<file path="config.mk">
export PLATFORM = sky130hd
export DESIGN_NAME = led_blink_driver
export DESIGN_NICKNAME = d
export VERILOG_FILES = /design/src/rtl/led_blink_driver.sv
export SDC_FILE = /design/constraint.sdc
export NUM_CORES = 1
export LEC_CHECK = 0
export ABC_AREA = 1
export ABC_CLOCK_PERIOD_IN_PS = 2250
export BUFFER_PORTS_ARGS = -buffer_cell sky130_fd_sc_hd__buf_4
export CAP_MARGIN = 20
export CORE_ASPECT_RATIO = 1.1
export CORE_UTILIZATION = 55
export CTS_CLUSTER_DIAMETER = 50
export DETAILED_ROUTE_END_ITERATION = 10
export PLACE_DENSITY_LB_ADDON = 0.15
export RECOVER_POWER = 100
export SLEW_MARGIN = 20
export SYNTH_ARGS = -nofsm -noshare
export SYNTH_HDL_FRONTEND = slang
export SYNTH_SLANG_ARGS = --single-unit
</file>
<file path="constraint.sdc">
create_clock -name clk -period 2.25 [get_ports clk]
set_input_delay 0.3375 -clock clk [delete_from_list [all_inputs] [get_ports clk]]
set_output_delay 0.3375 -clock clk [all_outputs]
set_load 0.05 [all_outputs]
</file>
<file path="src/rtl/led_blink_driver.sv">
// Turns one-cycle event pulses into visible LED blinks (ON phase + dark GAP), queueing extra events.
// Define LED_DIM_EN to PWM-dim the LED during the ON phase.
module led_blink_driver #(
    parameter int unsigned ON_CYCLES  = 25000000,
    parameter int unsigned OFF_CYCLES = 12500000,
    parameter int unsigned PEND_W     = 4,
    parameter int unsigned DIM_PERIOD = 16,
    parameter int unsigned DIM_DUTY   = 4
) (
    input  logic              clk,
    input  logic              reset,
    input  logic              event_in,
    output logic              led,
    output logic              busy,
    output logic [PEND_W-1:0] pending,
    output logic              overflow
);

    localparam int unsigned CntMax = (ON_CYCLES > OFF_CYCLES) ? ON_CYCLES : OFF_CYCLES;
    localparam int unsigned CntW   = $clog2(CntMax + 1);
    localparam logic [CntW-1:0]   OnLast  = CntW'(ON_CYCLES - 1);
    localparam logic [CntW-1:0]   OffLast = CntW'(OFF_CYCLES - 1);
    localparam logic [PEND_W-1:0] PendMax = '1;

    if (ON_CYCLES < 1 || OFF_CYCLES < 1 || PEND_W < 1 || DIM_PERIOD < 2 || DIM_DUTY < 1 ||
        DIM_DUTY > DIM_PERIOD) begin : g_bad_params
        $error("led_blink_driver: invalid parameter set");
    end

    typedef enum logic [1:0] {StIdle, StOn, StGap} state_e;

    state_e            state_q, state_d;
    logic [CntW-1:0]   cnt_q, cnt_d;
    logic [PEND_W-1:0] pend_q, pend_d;
    logic              ovf_q, ovf_d;
    logic              led_q, led_d;
    logic              busy_q, busy_d;
    logic              want;
    logic              start;

    assign want = (pend_q != '0) || event_in;

    always_ff @(posedge clk) begin
        if (reset) begin
            state_q <= StIdle;
            cnt_q   <= '0;
            pend_q  <= '0;
            ovf_q   <= 1'b0;
            led_q   <= 1'b0;
            busy_q  <= 1'b0;
        end else begin
            state_q <= state_d;
            cnt_q   <= cnt_d;
            pend_q  <= pend_d;
            ovf_q   <= ovf_d;
            led_q   <= led_d;
            busy_q  <= busy_d;
        end
    end

    // The last GAP cycle can chain straight into the next blink, so there is no idle bubble.
    always_comb begin
        state_d = state_q;
        cnt_d   = cnt_q;
        start   = 1'b0;
        unique case (state_q)
            StIdle: begin
                if (want) begin
                    state_d = StOn;
                    cnt_d   = '0;
                    start   = 1'b1;
                end
            end
            StOn: begin
                if (cnt_q == OnLast) begin
                    state_d = StGap;
                    cnt_d   = '0;
                end else begin
                    cnt_d = cnt_q + 1'b1;
                end
            end
            StGap: begin
                if (cnt_q == OffLast) begin
                    cnt_d = '0;
                    if (want) begin
                        state_d = StOn;
                        start   = 1'b1;
                    end else begin
                        state_d = StIdle;
                    end
                end else begin
                    cnt_d = cnt_q + 1'b1;
                end
            end
            default: begin
                state_d = StIdle;
                cnt_d   = '0;
            end
        endcase
    end

    // A start without a same-cycle event implies pend_q > 0, so the decrement never wraps.
    always_comb begin
        pend_d = pend_q;
        ovf_d  = ovf_q;
        if (event_in && !start) begin
            if (pend_q == PendMax) begin
                ovf_d = 1'b1;
            end else begin
                pend_d = pend_q + 1'b1;
            end
        end else if (!event_in && start) begin
            pend_d = pend_q - 1'b1;
        end
    end

`ifdef LED_DIM_EN
    localparam int unsigned PwmW = $clog2(DIM_PERIOD);
    localparam logic [PwmW-1:0] PwmLast = PwmW'(DIM_PERIOD - 1);
    localparam logic [PwmW:0]   Duty    = (PwmW + 1)'(DIM_DUTY);

    logic [PwmW-1:0] pwm_q, pwm_d;

    // Zeroed on every blink start so each blink begins lit.
    always_comb begin
        pwm_d = '0;
        if (state_d == StOn && !start) begin
            pwm_d = (pwm_q == PwmLast) ? '0 : pwm_q + 1'b1;
        end
    end

    always_ff @(posedge clk) begin
        if (reset) begin
            pwm_q <= '0;
        end else begin
            pwm_q <= pwm_d;
        end
    end
`endif

    always_comb begin
        busy_d = (state_d != StIdle);
        led_d  = (state_d == StOn);
`ifdef LED_DIM_EN
        led_d  = led_d && ({1'b0, pwm_d} < Duty);
`endif
    end

    assign led      = led_q;
    assign busy     = busy_q;
    assign pending  = pend_q;
    assign overflow = ovf_q;

endmodule

</file>
; Word-level counts from Yosys, hierarchy flattened
; Cells that the tools add are included.
; W data, S select, Z words.
[word_totals]
output_inout_bits = 7
register_bits = 34
elab_cells = 43
input_bits = 3
[op_classes]
n_reduce_logical = 11
muxes = 15
n_eq_ne = 8
addsub = 3
[ops]
columns = op, n
row1 = $mux W25, 3
row2 = $pmux W25 S3, 1
row3 = $add A25 B1 Y25 const B, 1
row4 = $eq A25 B24 Y1 const B, 1
row5 = $eq A25 B25 Y1 const B, 1
row6 = $mux W4, 3
row7 = $mux W2, 3
row8 = $pmux W2 S3, 1
row9 = $add A4 B1 Y4 const B, 1
row10 = $eq A2 B1 Y1 const B, 2
row11 = $eq A4 B4 Y1 const B, 1
row12 = $ne A2 B2 Y1 const B, 2
row13 = $reduce_and A2 Y1, 2
row14 = $reduce_bool A2 Y1, 2
row15 = $reduce_bool A4 Y1, 1
row16 = $sub A4 B1 Y4 const B, 1
row17 = $mux W1, 3
row18 = $eq A2 B2 Y1 const B, 1
row19 = $logic_and A1 B1 Y1, 2
row20 = $logic_not A1 Y1, 2
row21 = $logic_not A2 Y1, 1
row22 = $pmux W1 S2, 1
row23 = $logic_or A1 B1 Y1, 1

; Logic depth before layout (Yosys ltp)
; Gate-level depths: netlist of the first run.
[depth]
word_depth = 9
ltp_mapped = 17
depth_no_buf = 17

; Worst setup path after synthesis of the first run
; OpenSTA, ideal clock, no wires.
[synth_path]
kind = register -> register
startpoint = register pend_q[0] (netlist: pending[0])
endpoint = register pend_q[3] (netlist: pending[3])
path_stages_with_launch = 16
t_arrival_ns = 2.255
path_buffers = 0
setup_time_ns = 0.115
required_ns = 2.135
slack_ns = -0.120
cell_sequence = dfxtp_1 nor2_1 nand3_2 nand2_1 inv_1 nand3_2 nand3_1 ha_1 nand2_1 nand2_1 a31oi_1 nand4_1 nand2_1 nor2_1 nor2_1 nor2_1
[synth_via]
elab_chain_cells = 9
[synth_rtl]
columns = element, line_no
row1 = "start, declared", 34  ; logic [PEND_W-1:0] pend_q, pend_d;
row2 = "start signal, assigned", 54  ; pend_q <= pend_d;
row3 = $reduce_bool A4 Y1, 41  ; assign want = (pend_q != '0) || event_in;
row4 = $logic_or A1 B1 Y1, 41
row5 = $mux W1, "68, 85"
row6 = $mux W1, 83  ; if (cnt_q == OffLast) begin
row7 = $pmux W1 S2, 66  ; unique case (state_q)
row8 = $logic_not A1 Y1, 106  ; if (event_in && !start) begin
row9 = $logic_and A1 B1 Y1, 106
row10 = $ne A2 B2 Y1 (no source line) / $reduce_bool A2 Y1 (equally long branches), --
row11 = $reduce_and A2 Y1 (no source line), --
; Several ways; a longest one is shown, not always the timed one. The select of a mux whose other input is x is not followed.
; A chain may end at the register's enable or synchronous reset.

; Final worst setup path of the first run
[layout_path]
startpoint = register cnt_q[0]
endpoint = register pend_q[3] (netlist: pending[3])
[layout_via]
elab_chain_cells = 7
[layout_rtl]
columns = element, line_no
row1 = "start, declared", 33  ; logic [CntW-1:0] cnt_q, cnt_d;
row2 = "start signal, assigned", 53  ; cnt_q <= cnt_d;
row3 = $eq A25 B24 Y1 (*), 83
row4 = $mux W1 (*), 83
row5 = $pmux W1 S2 (*), 66
row6 = $logic_not A1 Y1, 106
row7 = $logic_and A1 B1 Y1, 106
row8 = $ne A2 B2 Y1 (no source line) / $reduce_bool A2 Y1 (equally long branches), --
row9 = $reduce_and A2 Y1 (no source line), --
; Mark *: on every way between the ends. The rest lies on a longest branch, timed or not.

==> impl_metrics.yaml, run 1 <==
hold_path:
  hold_path_class: "primary input to register"
cts:
  cts_num_sinks: 34
  clk_path_buf_depth: 2
  htreeDepth: 2
  root_buffer: "clkbuf_8"
  cts_buffers: 5
  clk_pin_slew_ns: 0.07
  clk_latency_ns: 0.29
  cts_setup_buffers: 0
  cts_tree: "yes"
floorplan:
  die_w_um: 60.6
  fp.dieH_um: 66.4
  initial_core_util: 0.572
  die_area_um2: 4020
  io_pins: 10
  fp.coreArea_um2: 3630
  rows: 23
detailed_routing:
  dr.first_iter.drc_count: 100
  vias: 1850
  wirelength_um: 4390
  ant_nets: 0
  drcViolationCount: 0
  post_drt_wl_per_cell_um: 12.0
  via_per_inst: 5.07
  first_pass_iters: 5
synthesis:
  yosysUniqueCellTypes: 35
  syn_nets: 303
  synth_top_area_frac: 0.328
  syn_avg_cell_area_um2: 7.10
  ys_seq_area_frac: 0.328
  syn_inst: 292
  netlist_area_um2: 2070
  synth_area_leaders: "dfxtp_1 (33%), nand2_1 (9.8%), nor2_1 (8.0%)"
  ys_seq_elements: 34
  ys_warn_count: 0
  synth_area_leader_cell: "dfxtp_1"
timing:
  setup-violations-final: 0
  maxSlewHeadroom: 0.601
  fin_crit_sh: 0.922
  maxClockFrequency_ghz: 0.482
  slew_violations: 0
  clock_skew_ns: 0.00894
  post-route-min-period_ns: 2.08
  worst_pin_slew_ns: 0.596
  finalSetupTns_ns: 0
  hold_viol: 0
final_layout:
  areaGrowthSynthToFinish_pct: 12.3
  seq_area_um2: 691
  num-fill-cells: 361
  multi_input_area_um2: 1250
  drive_above_1_share: 0.219
  nets: 326
  diodes: 0
  finalNonFillerCells: 365
place:
  io_buffer_count: 9
  dp.cells: 358
  gp_congestion: 0.875
  dp_hpwl_um: 3250
global_routing:
  grt_max_degree: 20
  gr-total-overflow: 0
  grt_use_total: 0.251
  grt_pass1_vias: 1695
  grt_pass1_wl_um: 7330
  antenna_found_initial: 0
critical_path:
  crit_top_cell: "nand2_1"
  cp_top_family: "simple AND/OR/NAND/NOR gates"
  cpPeakStageDelay_ns: 0.37
  critical-path-slowest-cell: "dfxtp_4"
  crit_fanout: 4
  path_cells: "ha_4 -> nand2_4 -> nor2_4 -> nand2_1 -> nor2_2 -> nand3_2 -> nand3_4 -> ha_4 -> nand2_1 -> nand2_1 -> a31oi_1 -> inv_1 -> nand2_1 -> nand2_1 -> nor2_1 -> nor2_1 -> nor2_1"
  start_kind: "register"
  arrival_ns: 2.31
  crit_type: "register to register"
  critPathCaptureType: "register"
  crit_required_ns: 2.48
  critPathBufInv: 1
power:
  leakage_uw: 0.000851
  peakVddDrop_v: 0.000421
  power.density_nw_per_um2: 879
run:
  cap_violations: 0
run_status:
  status: "complete, no violations"
flip-flops by register name, summed over array words and instances (netlist names):
register,count
overflow,1
cnt_q,25
pending,4
busy,1
led,1
state_q,2
synth_stat cells, drive strengths merged:
cell	instances
o21ai	11
nand2	67
and2	1
ha	7
or2	3
nor3b	1
o21a	1
xor2	6
dfxtp	34
xnor2	4
a21oi	6
buf	2
fa	1
inv	35
o22ai	1
a31oi	2
nand3	25
nand4	10
nor2	63
nor4	2
mux2i	1
nor3	6
o21bai	2
clkbuf	1
where the power goes:
part	total, uW	internal, uW	leakage (uW)	switching (uW)
combinational	855	274	0.000529	581
clock	431	207	0.0000438	224
sequential	762	678	0.000278	83.4
total	2050	1160	0.000851	888
path summary, 6_finish.rpt:
| check | from | end | slack (ns) | depth (start not counted) |
|---|---|---|---|---|
| max | cnt_q[0] | pending[3] | 0.17 | 17 |
| min | reset | state_q[1] | 0.23 | 2 |
| max reg2reg | cnt_q[0] | pending[3] | 0.17 | 17 |
| min reg2reg | overflow | overflow | 0.49 | 1 |
per-stage QoR:
stage | area, um2 | utilization | hold slack [ns] | setup slack [ns] | power (uW)
6_report | 2330 | 0.643 | 0.225 | 0.175 | 2050
5_1_grt | 2330 | 0.643 | 0.218 | -0.00897 | 2210
4_1_cts | 2340 | 0.646 | 0.214 | 0.0357 | 2110
3_5_place_dp | 2250 | 0.620 | 0.483 | 0.0201 | 1650
3_3_place_gp | 2250 | 0.620 | 0.450 | 0.0923 | 1640
2_1_floorplan | 2080 | - | 0.410 | 0.0761 | 1450
metal layers:
layer	GRT usage	wire, um
met3	0.0763	159
met5	0	0
met4	0.122	91
met2	0.402	2120
met1	0.298	2010
worst reg2reg max path, cell delays in order (launching register included):
cell and delay, ns:
dfxtp_4 0.37, ha_4 0.15, nand2_4 0.05, nor2_4 0.14, nand2_1 0.08, nor2_2 0.11
nand3_2 0.10, nand3_4 0.09, ha_4 0.21, nand2_1 0.05, nand2_1 0.04, a31oi_1 0.18
inv_1 0.06, nand2_1 0.08, nand2_1 0.05, nor2_1 0.11, nor2_1 0.05, nor2_1 0.08
repair_timing:
action,4_1_cts,5_1_grt
hold buffers,0,0
gates resized for setup,1,8
setup endpoints to repair,1,2
cloned,0,0
pin swaps,0,4
cells in the final DEF (no fill, tap or decap), drive strengths merged, types with 2 or more instances in the layout:
cell,count
xnor2,4
nor2,63
buf,12
or2,3
nand4,10
nor3,6
dfxtp,34
inv,35
o21ai,11
clkinv,2
a21oi,6
ha,7
nor4,2
clkbuf,12
nand3,25
nand2,67
xor2,6
a31oi,2
o21bai,2
logic make-up (layout without fill, tap and decap cells):
group / Yosys count / after routing / synth area share
mux: 1 / 1 / 0.00483
xor+xnor: 10 / 10 / 0.0422
buf+inv: 38 / 61 / 0.0802
flops: 34 / 34 / 0.328
simple gates: 178 / 178 / 0.432
fa+ha+maj: 8 / 8 / 0.0519
compound gates: 23 / 23 / 0.0609
final cells by class:
| class | count | share of cell area |
|---|---|---|
| Clock buffer | 5 | 0.0295 |
| Clock inverter | 2 | 0.00430 |
| Inverter | 35 | 0.0564 |
| Multi-Input combinational cell | 220 | 0.537 |
| Sequential cell | 34 | 0.296 |
| Tap cell | 50 | 0.0269 |
| Timing Repair Buffer | 19 | 0.0499 |
(Power assumes the default switching activity.)
==> run 2: changes to the inputs <==
Settings changed: PLACE_DENSITY set to 0.75, PLACE_DENSITY_LB_ADDON 0.15 to not set.
==> impl_metrics.yaml, run 2 (synthesized netlist as in run 1, its figures left out) <==
cts:
  clk_path_buf_depth: 2
  root_buffer: "clkbuf_8"
  clk_latency_ns: 0.29
  cts_num_sinks: 34
  clk_pin_slew_ns: 0.07
  cts_buffers: 5
  cts_tree: "yes"
  htreeDepth: 2
critical_path:
  start_kind: "register"
  critPathCaptureType: "register"
  crit_top_cell: "nand2_1"
  crit_required_ns: 2.48
  critPathBufInv: 1
  path_cells: "ha_4 -> nand2_2 -> nor2_4 -> nand2_1 -> nor2_2 -> nand3_2 -> nand3_4 -> ha_4 -> nand2_1 -> nand2_1 -> a31oi_1 -> inv_1 -> nand2_1 -> nand2_1 -> nor2_1 -> nor2_1 -> nor2_1"
  arrival_ns: 2.30
  cp_top_family: "simple AND/OR/NAND/NOR gates"
  crit_fanout: 4
  crit_type: "register to register"
  cpPeakStageDelay_ns: 0.38
  critical-path-slowest-cell: "dfxtp_4"
place:
  place_area_um2: 2250
  gp_congestion: 0.845
  dp.cells: 358
  io_buffer_count: 9
  dp_hpwl_um: 3260
global_routing:
  grt_pass1_wl_um: 7330
  grt_max_degree: 20
  gr-total-overflow: 0
  antenna_found_initial: 0
  grt_pass1_vias: 1756
  grt_use_total: 0.246
floorplan:
  initial_core_util: 0.572
  die_area_um2: 4020
  fp.dieH_um: 66.4
  io_pins: 10
  die_w_um: 60.6
  rows: 23
  fp.coreArea_um2: 3630
power:
  leakage_uw: 0.000839
  power.density_nw_per_um2: 900
  power_uw: 2120
  peakVddDrop_v: 0.000282
final_layout:
  areaGrowthSynthToFinish_pct: 13.5
  max_flop_register: "cnt_q"
  finalNonFillerCells: 367
  final_cell_area_um2: 2350
  diodes: 0
  mostFrequentLayoutCells: "nand2_1 (57), nor2_1 (44), inv_1 (30)"
  drive_above_1_share: 0.224
  multi_input_area_um2: 1260
  final_common_cell: "nand2_1"
  seq_area_um2: 691
  nets: 327
  largest_reg_flops: 25
  num-fill-cells: 348
detailed_routing:
  via_per_inst: 5.17
  drcViolationCount: 0
  first_pass_iters: 4
  ant_nets: 0
  wirelength_um: 4410
  dr.first_iter.drc_count: 88
  post_drt_wl_per_cell_um: 12.0
  vias: 1896
run_status:
  status: "complete, no violations"
timing:
  post-route-min-period_ns: 2.07
  hold_viol: 0
  fin_crit_sh: 0.920
  clock_skew_ns: 0.0103
  worst_pin_slew_ns: 0.606
  maxClockFrequency_ghz: 0.483
  maxSlewHeadroom: 0.598
  slew_violations: 0
  setup-violations-final: 0
run:
  cap_violations: 0
hold_path:
  hold_path_class: "primary input to register"
-- run 2: changes by cell type in the layout (fill, tap and decap cells not counted), sizes merged --
| cell | before | now |
|---|---|---|
| clkbuf | 12 | 15 |
| clkinv | 2 | 1 |
-- run 2: cell type report --
class,instances,share of cell area
inverters,35,0.0558
flip-flops and latches,34,0.293
well taps,50,0.0266
repair buffers,20,0.0510
clock inverters,1,0.00213
clock buffers,7,0.0367
multi-input cells,220,0.534
-- run 2: through the flow --
step	hold WS (ns)	util	setup WS (ns)	setup TNS [ns]
after floorplan	0.410	-	0.0761	0
after global placement	0.451	0.620	0.168	0
after detailed placement	0.464	0.620	0.0646	0
after CTS	0.228	0.646	0.0208	0
after global routing	0.221	0.649	-0.0296	-0.0296
final	0.226	0.649	0.179	0
-- run 2: worst paths after layout --
path / startpoint / to / depth (start not counted) / slack, ns
min: reset / state_q[1] / 2 / 0.23
min reg2reg: overflow / overflow / 1 / 0.47
max reg2reg: cnt_q[0] / pending[3] / 17 / 0.18
max: cnt_q[0] / pending[3] / 17 / 0.18
-- run 2: worst register-to-register path, stage by stage (launching register included) --
cell and delay, ns:
dfxtp_4 0.38, ha_4 0.14, nand2_2 0.06, nor2_4 0.09, nand2_1 0.07, nor2_2 0.13, nand3_2 0.11, nand3_4 0.11
ha_4 0.21, nand2_1 0.05, nand2_1 0.04, a31oi_1 0.18, inv_1 0.07, nand2_1 0.08, nand2_1 0.06, nor2_1 0.10
nor2_1 0.05, nor2_1 0.08
-- run 2: power by group --
| group | switching [uW] | leakage [uW] | internal [uW] |
|---|---|---|---|
| registers | 75.4 | 0.000278 | 678 |
| logic | 606 | 0.000513 | 286 |
| clock network | 225 | 0.0000482 | 247 |
| total | 907 | 0.000839 | 1210 |
-- run 2: repair_timing --
action | in CTS | in global routing
buffers inserted | 0 | 1
hold buffers | 0 | 0
resized for setup | 0 | 8
hold endpoints to repair | 0 | 0
setup endpoints to repair | 0 | 1
-- run 2: metal layers --
layer | vias up | share of wire | GRT usage | wire length [um]
li1 | 979 | - | - | -
met2 | 52 | 0.50 | 0.424 | 2210
met4 | 0 | 0.014 | 0.0881 | 60
met1 | 859 | 0.44 | 0.286 | 1930
met5 | - | 0 | 0 | 0
met3 | 6 | 0.047 | 0.0665 | 209
